<file path="src/rtl/rv32i_mem_arbiter.sv">
// rv32i_mem_arbiter: shares one single-port memory between the fetch and load/store ports,
// data-first with a bounded streak so fetch is never starved; routes registered read data back.
module rv32i_mem_arbiter #(
    parameter int MAX_D_STREAK = 3,
    parameter int STREAK_W     = 2
) (
    input  logic        clk,
    input  logic        reset,
    input  logic        if_req,
    input  logic [29:0] if_addr,
    output logic        if_gnt,
    output logic        if_rvalid,
    output logic [31:0] if_rdata,
    input  logic        d_req,
    input  logic        d_we,
    input  logic [3:0]  d_be,
    input  logic [29:0] d_addr,
    input  logic [31:0] d_wdata,
    output logic        d_gnt,
    output logic        d_rvalid,
    output logic [31:0] d_rdata,
    output logic        mem_en,
    output logic        mem_we,
    output logic [3:0]  mem_be,
    output logic [29:0] mem_addr,
    output logic [31:0] mem_wdata,
    input  logic [31:0] mem_rdata
);
    typedef enum logic [1:0] {OWN_NONE, OWN_IF, OWN_D} owner_t;
    localparam logic [STREAK_W-1:0] STREAK_MAX = STREAK_W'(MAX_D_STREAK);
    owner_t              owner, owner_nxt;
    logic [STREAK_W-1:0] streak, streak_nxt;
    logic                force_if;
    always_comb begin
        force_if   = if_req && streak == STREAK_MAX;
        if_gnt     = !reset && if_req && (!d_req || force_if);
        d_gnt      = !reset && d_req && !force_if;
        mem_en     = if_gnt || d_gnt;
        mem_we     = d_gnt && d_we;
        mem_be     = if_gnt ? 4'hF : d_gnt ? d_be : 4'h0;
        mem_addr   = if_gnt ? if_addr : d_gnt ? d_addr : 30'h0;
        mem_wdata  = d_gnt ? d_wdata : 32'h0;
        streak_nxt = (d_gnt && if_req) ? ((streak == STREAK_MAX) ? streak : streak + 1'b1) : '0;
        owner_nxt  = if_gnt ? OWN_IF : (d_gnt && !d_we) ? OWN_D : OWN_NONE;
        // a read still in flight when reset arrives must not surface
        if_rvalid  = !reset && owner == OWN_IF;
        d_rvalid   = !reset && owner == OWN_D;
        if_rdata   = if_rvalid ? mem_rdata : 32'h0;
        d_rdata    = d_rvalid ? mem_rdata : 32'h0;
    end
    always_ff @(posedge clk) begin
        if (reset) begin
            streak <= '0;
            owner  <= OWN_NONE;
        end else begin
            streak <= streak_nxt;
            owner  <= owner_nxt;
        end
    end
endmodule

</file>
<file path="config.mk">
export PLATFORM = sky130hd
export DESIGN_NAME = rv32i_mem_arbiter
export DESIGN_NICKNAME = d
export VERILOG_FILES = /design/src/rtl/rv32i_mem_arbiter.sv
export SDC_FILE = /design/constraint.sdc
export NUM_CORES = 1
export LEC_CHECK = 0
export CORE_AREA = 2 2 106 108
export CTS_BUF_LIST = sky130_fd_sc_hd__clkbuf_8
export DETAILED_ROUTE_END_ITERATION = 10
export DIE_AREA = 0 0 108 110
export SYNTH_ARGS = -nofsm -noshare
export SYNTH_HDL_FRONTEND = slang
export SYNTH_SLANG_ARGS = --single-unit
</file>
<file path="constraint.sdc">
create_clock -name clk -period 1.5 [get_ports clk]
set_input_delay 0.225 -clock clk [delete_from_list [all_inputs] [get_ports clk]]
set_output_delay 0.225 -clock clk [all_outputs]
set_load 0.01 [all_outputs]
</file>
[After elaboration in Yosys (flattened, before gate mapping)]
Index checks and enable logic that the tools add are counted.
W data, S select, Z words.
Operators by class
  muxes and demuxes: 9
  equality and inequality tests: 3
  bitwise gates (word level): 1
  add/sub/neg operators: 1
  reductions and logical operators: 18
Operators with widths (number)
  $mux W32: 3
  $mux W30: 2
  $logic_and A1 B1 Y1: 10
  $mux W4: 2
  $eq A2 B2 Y1 const B: 2
  $logic_not A1 Y1: 4
  $reduce_or A2 Y1: 2
  $add A2 B1 Y2 const B: 1
  $eq A2 B1 Y1 const B: 1
  $logic_or A1 B1 Y1: 2
  $mux W2: 1
  $mux W1: 1
  $not A1 Y1: 1
Storage, ports and cells
  input bits: 133
  logic and storage cells: 35
  output and inout port bits: 136
  register bits: 4

[Logic depth before layout (Yosys ltp)]
Gate-level depths: netlist of run 1.
  depth in word-level cells: 7
  gate-level depth with buffers: 5
  mapped depth without buffers: 4

[Worst setup path before layout of run 1]
No wires, ideal clock.
  path type: reg-to-output
  start point: reg streak[0]
  end point: out mem_addr[20]
  arrival time: 1.183 ns
  stages on the path, launching flop included: 6
  data required time: 1.275 ns
  buffers on the path: 1
  setup slack: 0.092 ns
  cells stage by stage: dfxtp_1 ha_1 nand2b_1 buf_2 a32oi_1 nor2_1
Between the ends
  word-level cells in the longest chain between the ends: 6
  elaborated cells between the ends (all ways): 8
RTL lines
  from (decl): line 32  | logic [STREAK_W-1:0] streak, streak_nxt;
  from (signal assigned): line 56  | streak <= streak_nxt;
  $eq A2 B2 Y1 (*): line 35  | force_if = if_req && streak == STREAK_MAX;
  $logic_and A1 B1 Y1 (*): line 35
  $logic_not A1 Y1: line 37  | d_gnt = !reset && d_req && !force_if;
  $logic_and A1 B1 Y1: line 37
  $mux W30: line 41  | mem_addr = if_gnt ? if_addr : d_gnt ? d_addr : 30'h0;
  $mux W30 (*): line 41
  to (decl): line 25  | output logic [29:0] mem_addr,
Mark *: on every way between the ends. The rest lies on a longest branch, timed or not.

[Worst setup path after layout of run 1]
  start point: reg streak[0]
  end point: out mem_wdata[28]
Between the ends
  word-level cells in the longest chain between the ends: 5
RTL lines
  $eq A2 B2 Y1: line 35
  $logic_and A1 B1 Y1: line 35
  $logic_not A1 Y1: line 37
  $logic_and A1 B1 Y1: line 37
  $mux W32: line 42  | mem_wdata = d_gnt ? d_wdata : 32'h0;
  to (decl): line 26  | output logic [31:0] mem_wdata,
Every way passes these cells.

==> run metrics, run 1 <==
status complete, but fails checks; violations in the final reports negative setup slack; number of buffers on the longest clock path 2; most used standard cell by instance count after synthesis nor2_1; number of buffers created by CTS 3; crit path max fanout 8; Fillers 1125; count of boundary I/O pins 269; Highest Clock Rate 0.5645 GHz; worst-case clock skew 0.006475 ns; leading cell types by count after synthesis nor2_1 (82), and2_1 (51), a32oi_1 (30); vias per std cell 4.227; final standard cell utilization of the core 39.86%; layout overhead on the synthesized area 209.8%; RSZ-0062 raised after global routing true; multi-input logic area 1395 um2; synthesized netlist cell count 235; number of antenna violations at the first check in global routing 0; ratio of total power to cell area 305.5 nW/um2; Worst IR Drop VDD 175.8 uV; Slew Limit Headroom 80.60%; timing startpoint of the critical path streak[0]; share of final-layout standard cells stronger than drive strength 1 38.11%; Leak 1.975 nW; number of diodes 0; total iterations of the first detailed-routing run 4; post-layout min period 1.772 ns; total non-filler cell area in the finished layout 4264 um2; critical path type register to output pin; area of the core 10700 um2; number of hold-slack violations in the final timing report 0; reported max-cap violation count 0; clock-pin slew on the worst setup and hold paths 0.03 ns; Total GRT Usage 13.90%; number of hold buffers added after CTS 0; final-stage net count 645; worst min-delay path startpoint reset; leading post-synthesis cells by cell area and2_1 (23%), nor2_1 (22%), a32oi_1 (19%); CTS tree done; cell type with the highest aggregate area in the netlist and2_1; total gr overflow 0; total wire length 9512 um; area share of the largest cell type after synthesis 23.18%; detailed-route wire length per cell 14.66 um; Arr. time, crit path 1.55 ns; via count of the first global-routing pass 2670; Setup violations, final 69; post-route DRC violation count 0; Synth Register Bits 4; DR vias 2743; slew at the pin with the worst max-slew slack 0.2910 ns; FF/Latch Area 85.08 um2; netlist area before placement 1376 um2; initial core utilization 12.87%; Worst Setup Slack post-DPL -0.7181 ns; type of the most critical hold path primary input to register; width of the chip 108 um; Row Count 38; overall power 1.303 mW; number of distinct library cells after synthesis 18; share of the yosys chip area belonging to registers 5.818%; half-perimeter wire length after placement 7256 um; final number of max-transition violations 0; number of synthesized flops with an enable pin 0; first-pass GRT wire length 13260 um; quantity of I/O buffers inserted on ports 268; sort of element at the end of the critical path output pin; Warnings, synthesis 0; cell area after placement 4297 um2; post-route setup TNS -12.55 ns; overall die area 11880 um2; cell total after placement 633; smallest setup slack after layout -0.2715 ns; level count of the clock H-tree 1; Synth Net Count 369; RePlAce Congestion 0.7111; Num Clock Sinks 4; Die Span Y 110 um; FF-to-FF Start streak[0]; worst hold slack 0.3682 ns; period utilisation layout 118.1%; number of non-filler instances in the completed layout 649; initial drt markers 162; ANT nets after route 0; CTS root buffer clkbuf_8; Post-Synthesis Mean Instance Area 5.857 um2; most used flip-flop cell after synthesis dfxtp_1; async set or reset register ratio after synthesis 0%; required time of the worst setup path 1.27 ns; crit start category register; clk_lat worst skew 0.22 ns; maximum number of pins on one net before global-route repair 34
==> cell usage in the layout (no fill, tap or decap), types with 8 or more instances in the layout <==
cell and n:
clkdlybuf4s50_1 129, nor2_1 77, buf_2 74, and2_1 38, clkbuf_2 26, nand2b_1 23
buf_6 22, a32oi_1 16, a32oi_2 14, and2_4 13, dlygate4sd2_1 13, clkdlybuf4s15_1 12
buf_4 9, buf_12 8
==> area by class of cell <==
| cell class | count | share of cell area [%] |
|---|---|---|
| clock buffer | 3 | 0.9683 |
| timing repair buffer | 297 | 60.21 |
| tap | 140 | 4.108 |
| sequential | 4 | 1.995 |
| multi-input combinational | 205 | 32.72 |
==> final timing paths <==
| path | to | slack, ns | cells after the start |
|---|---|---|---|
| hold / removal | streak[0] | 0.37 | 3 |
| setup / recovery | mem_wdata[28] | -0.27 | 8 |
| hold reg to reg | streak[0] | 0.44 | 1 |
| setup reg to reg | owner[0] | 0.30 | 6 |
==> kinds of logic (layout without fill, tap and decap cells) <==
kind of cell    count (synthesis)  in the layout  share of synthesized area, %
simple gates                  168            168                         61.27
compound gates                 36             36                         22.45
buf+inv                        26            300                         9.545
flops                           4              4                         5.818
fa+ha+maj                       1              1                        0.9089
==> power by group <==
part | switching (mW) | internal, mW | total, mW
combinational | 0.375 | 0.588 | 0.963
sequential | 0.00358 | 0.112 | 0.115
clock | 0.0541 | 0.171 | 0.225
total | 0.432 | 0.871 | 1.30
==> registers in the layout, indices dropped and copies added (netlist names) <==
name / flops
owner: 2
streak: 2
==> critical path: stages (launching register included) <==
cell,delay (ns)
dfxtp_2,0.32
ha_4,0.17
buf_6,0.12
a21boi_4,0.16
buf_12,0.12
buf_8,0.11
buf_6,0.10
and2_4,0.12
buf_6,0.09
==> what timing repair did <==
item                                    CTS  global route
gates cloned                              3             2
endpoints found under the setup margin  136           135
gates resized for setup                 404           145
setup buffers                             9             2
pin swaps                                34            24
==> routing by layer <==
layer | part of all wire [%] | wire (um) | global-route usage [%] | vias up
met3 | 11 | 1013 | 3.586 | 13
li1 | - | - | - | 1332
met5 | 0 | 0 | 0 | -
met2 | 51 | 4852 | 26.95 | 164
met1 | 37 | 3492 | 14.98 | 1234
met4 | 1.6 | 153 | 3.388 | 0
No activity file was read; power rests on OpenSTA's default activity.
==> run 2: changes to the inputs <==
--- a/config.mk
+++ b/config.mk
@@ -9,6 +9,7 @@
 export CTS_BUF_LIST = sky130_fd_sc_hd__clkbuf_8
 export DETAILED_ROUTE_END_ITERATION = 10
 export DIE_AREA = 0 0 108 110
+export PLACE_DENSITY = 0.61
 export SYNTH_ARGS = -nofsm -noshare
 export SYNTH_HDL_FRONTEND = slang
 export SYNTH_SLANG_ARGS = --single-unit
==> run metrics, run 2 (same netlist as run 1, synthesis figures left out) <==
status complete, but fails checks; violations in the final reports negative setup slack; number of buffers created by CTS 3; Setup violations, final 69; final-stage net count 651; RePlAce Congestion 0.7939; most frequent cells in the layout clkdlybuf4s50_1 (129), nor2_1 (74), buf_2 (61), buf_6 (46), and2_4 (37); number of hold-slack violations in the final timing report 0; CTS tree done; Highest Clock Rate 0.5806 GHz; quantity of I/O buffers inserted on ports 268; Worst IR Drop VDD 231.5 uV; worst-case clock skew 0.001890 ns; width of the chip 108 um; crit path max fanout 8; via count of the first global-routing pass 2564; count of boundary I/O pins 269; ratio of total power to cell area 303.2 nW/um2; number of diodes 0; overall power 1.389 mW; sort of element at the end of the critical path output pin; Fillers 1094; Worst R2R Setup Slack 0.24 ns; Largest regs owner: 2 flops, streak: 2 flops; total iterations of the first detailed-routing run 4; share of final-layout standard cells stronger than drive strength 1 44.27%; smallest setup slack after layout -0.2223 ns; CTS root buffer clkbuf_8; worst hold stages 1; Total GRT Usage 13.98%; layout overhead on the synthesized area 232.8%; initial drt markers 102; total wire length 9820 um; Hold Path End streak[0]; number of buffers on the longest clock path 2; type of the most critical hold path register to register; vias per std cell 4.214; number of hold buffers added after CTS 0; critical path type register to output pin; leading cell type in the layout, fill and taps excluded clkdlybuf4s50_1; reported max-cap violation count 0; first-pass GRT wire length 13180 um; clock-pin slew on the worst setup and hold paths 0.03 ns; level count of the clock H-tree 1; Worst Setup Slack post-DPL -0.7195 ns; total gr overflow 0; Arr. time, crit path 1.50 ns; worst min-delay path startpoint streak[0]; Die Span Y 110 um; post-route DRC violation count 0; DR vias 2760; maximum number of pins on one net before global-route repair 40; Leak 2.101 nW; initial core utilization 12.87%; slew at the pin with the worst max-slew slack 0.2482 ns; post-route setup TNS -12.22 ns; RR Endpoint owner[0]; number of antenna violations at the first check in global routing 0; required time of the worst setup path 1.27 ns; Slew Limit Headroom 83.45%; final number of max-transition violations 0; multi-input logic area 1463 um2; FF/Latch Area 85.08 um2; overall die area 11880 um2; reg2reg path depth 7; period utilisation layout 114.8%; ANT nets after route 0; Row Count 38; area of the core 10700 um2; Num Clock Sinks 4; number of non-filler instances in the completed layout 655; RSZ-0062 raised after global routing true; post-layout min period 1.722 ns; detailed-route wire length per cell 14.99 um; half-perimeter wire length after placement 7294 um; cell total after placement 634; crit start category register; FF-to-FF Start streak[0]; clk_lat worst skew 0.21 ns
## run 2: through the flow
step / cell area [um2] / util (%) / hold WS, ns
finish: 4581 / 42.82 / 0.4348
detailed placement: 4267 / 39.88 / 0.4246
global placement: 4267 / 39.88 / 0.4132
global route: 4581 / 42.82 / 0.4471
CTS: 4219 / 39.44 / 0.4312
floorplan: 1376 / - / 0.2966
## run 2: worst max-delay path by stage
stage,cells past startpoint,endpoint,startpoint
floorplan,5,mem_addr[20],streak[0]
global placement,6,mem_wdata[16],d_req
detailed placement,6,mem_wdata[19],d_req
CTS,7,mem_wdata[5],streak[0]
global route,7,mem_wdata[11],streak[0]
finish,7,mem_wdata[11],streak[0]
## run 2: worst max-delay path: stages, from the launching register on
cell	delay, ns
dfxtp_2	0.32
ha_4	0.17
buf_6	0.11
a21boi_4	0.13
buf_12	0.16
clkbuf_16	0.15
and2_4	0.14
buf_6	0.09
## run 2: cell type report
type | count | share of cell area, %
multi-input cells | 205 | 31.93
repair buffers | 303 | 61.49
clock buffers | 3 | 0.9014
well taps | 140 | 3.824
flip-flops and latches | 4 | 1.857
## run 2: power breakdown
| group | switching, mW | total [mW] | internal [mW] |
|---|---|---|---|
| Clock | 0.0502 | 0.221 | 0.171 |
| Sequential | 0.00319 | 0.115 | 0.112 |
| Combinational | 0.396 | 1.05 | 0.657 |
| Total | 0.449 | 1.39 | 0.940 |
## run 2: timing repair
action	4_1_cts	5_1_grt
setup buffers	8	3
gates cloned	4	6
setup endpoints to repair	136	101
gates resized for setup	491	132
pin swaps	17	40
## run 2: routing by layer
layer / part of all wire (%) / vias to the layer above / wire length (um) / track usage, %
met2: 50 / 162 / 4892 / 26.06
met3: 10 / 10 / 1003 / 3.998
met5: 0 / - / 0 / 0
met1: 39 / 1237 / 3811 / 16.06
li1: - / 1351 / - / -
met4: 1.1 / 0 / 112 / 2.381
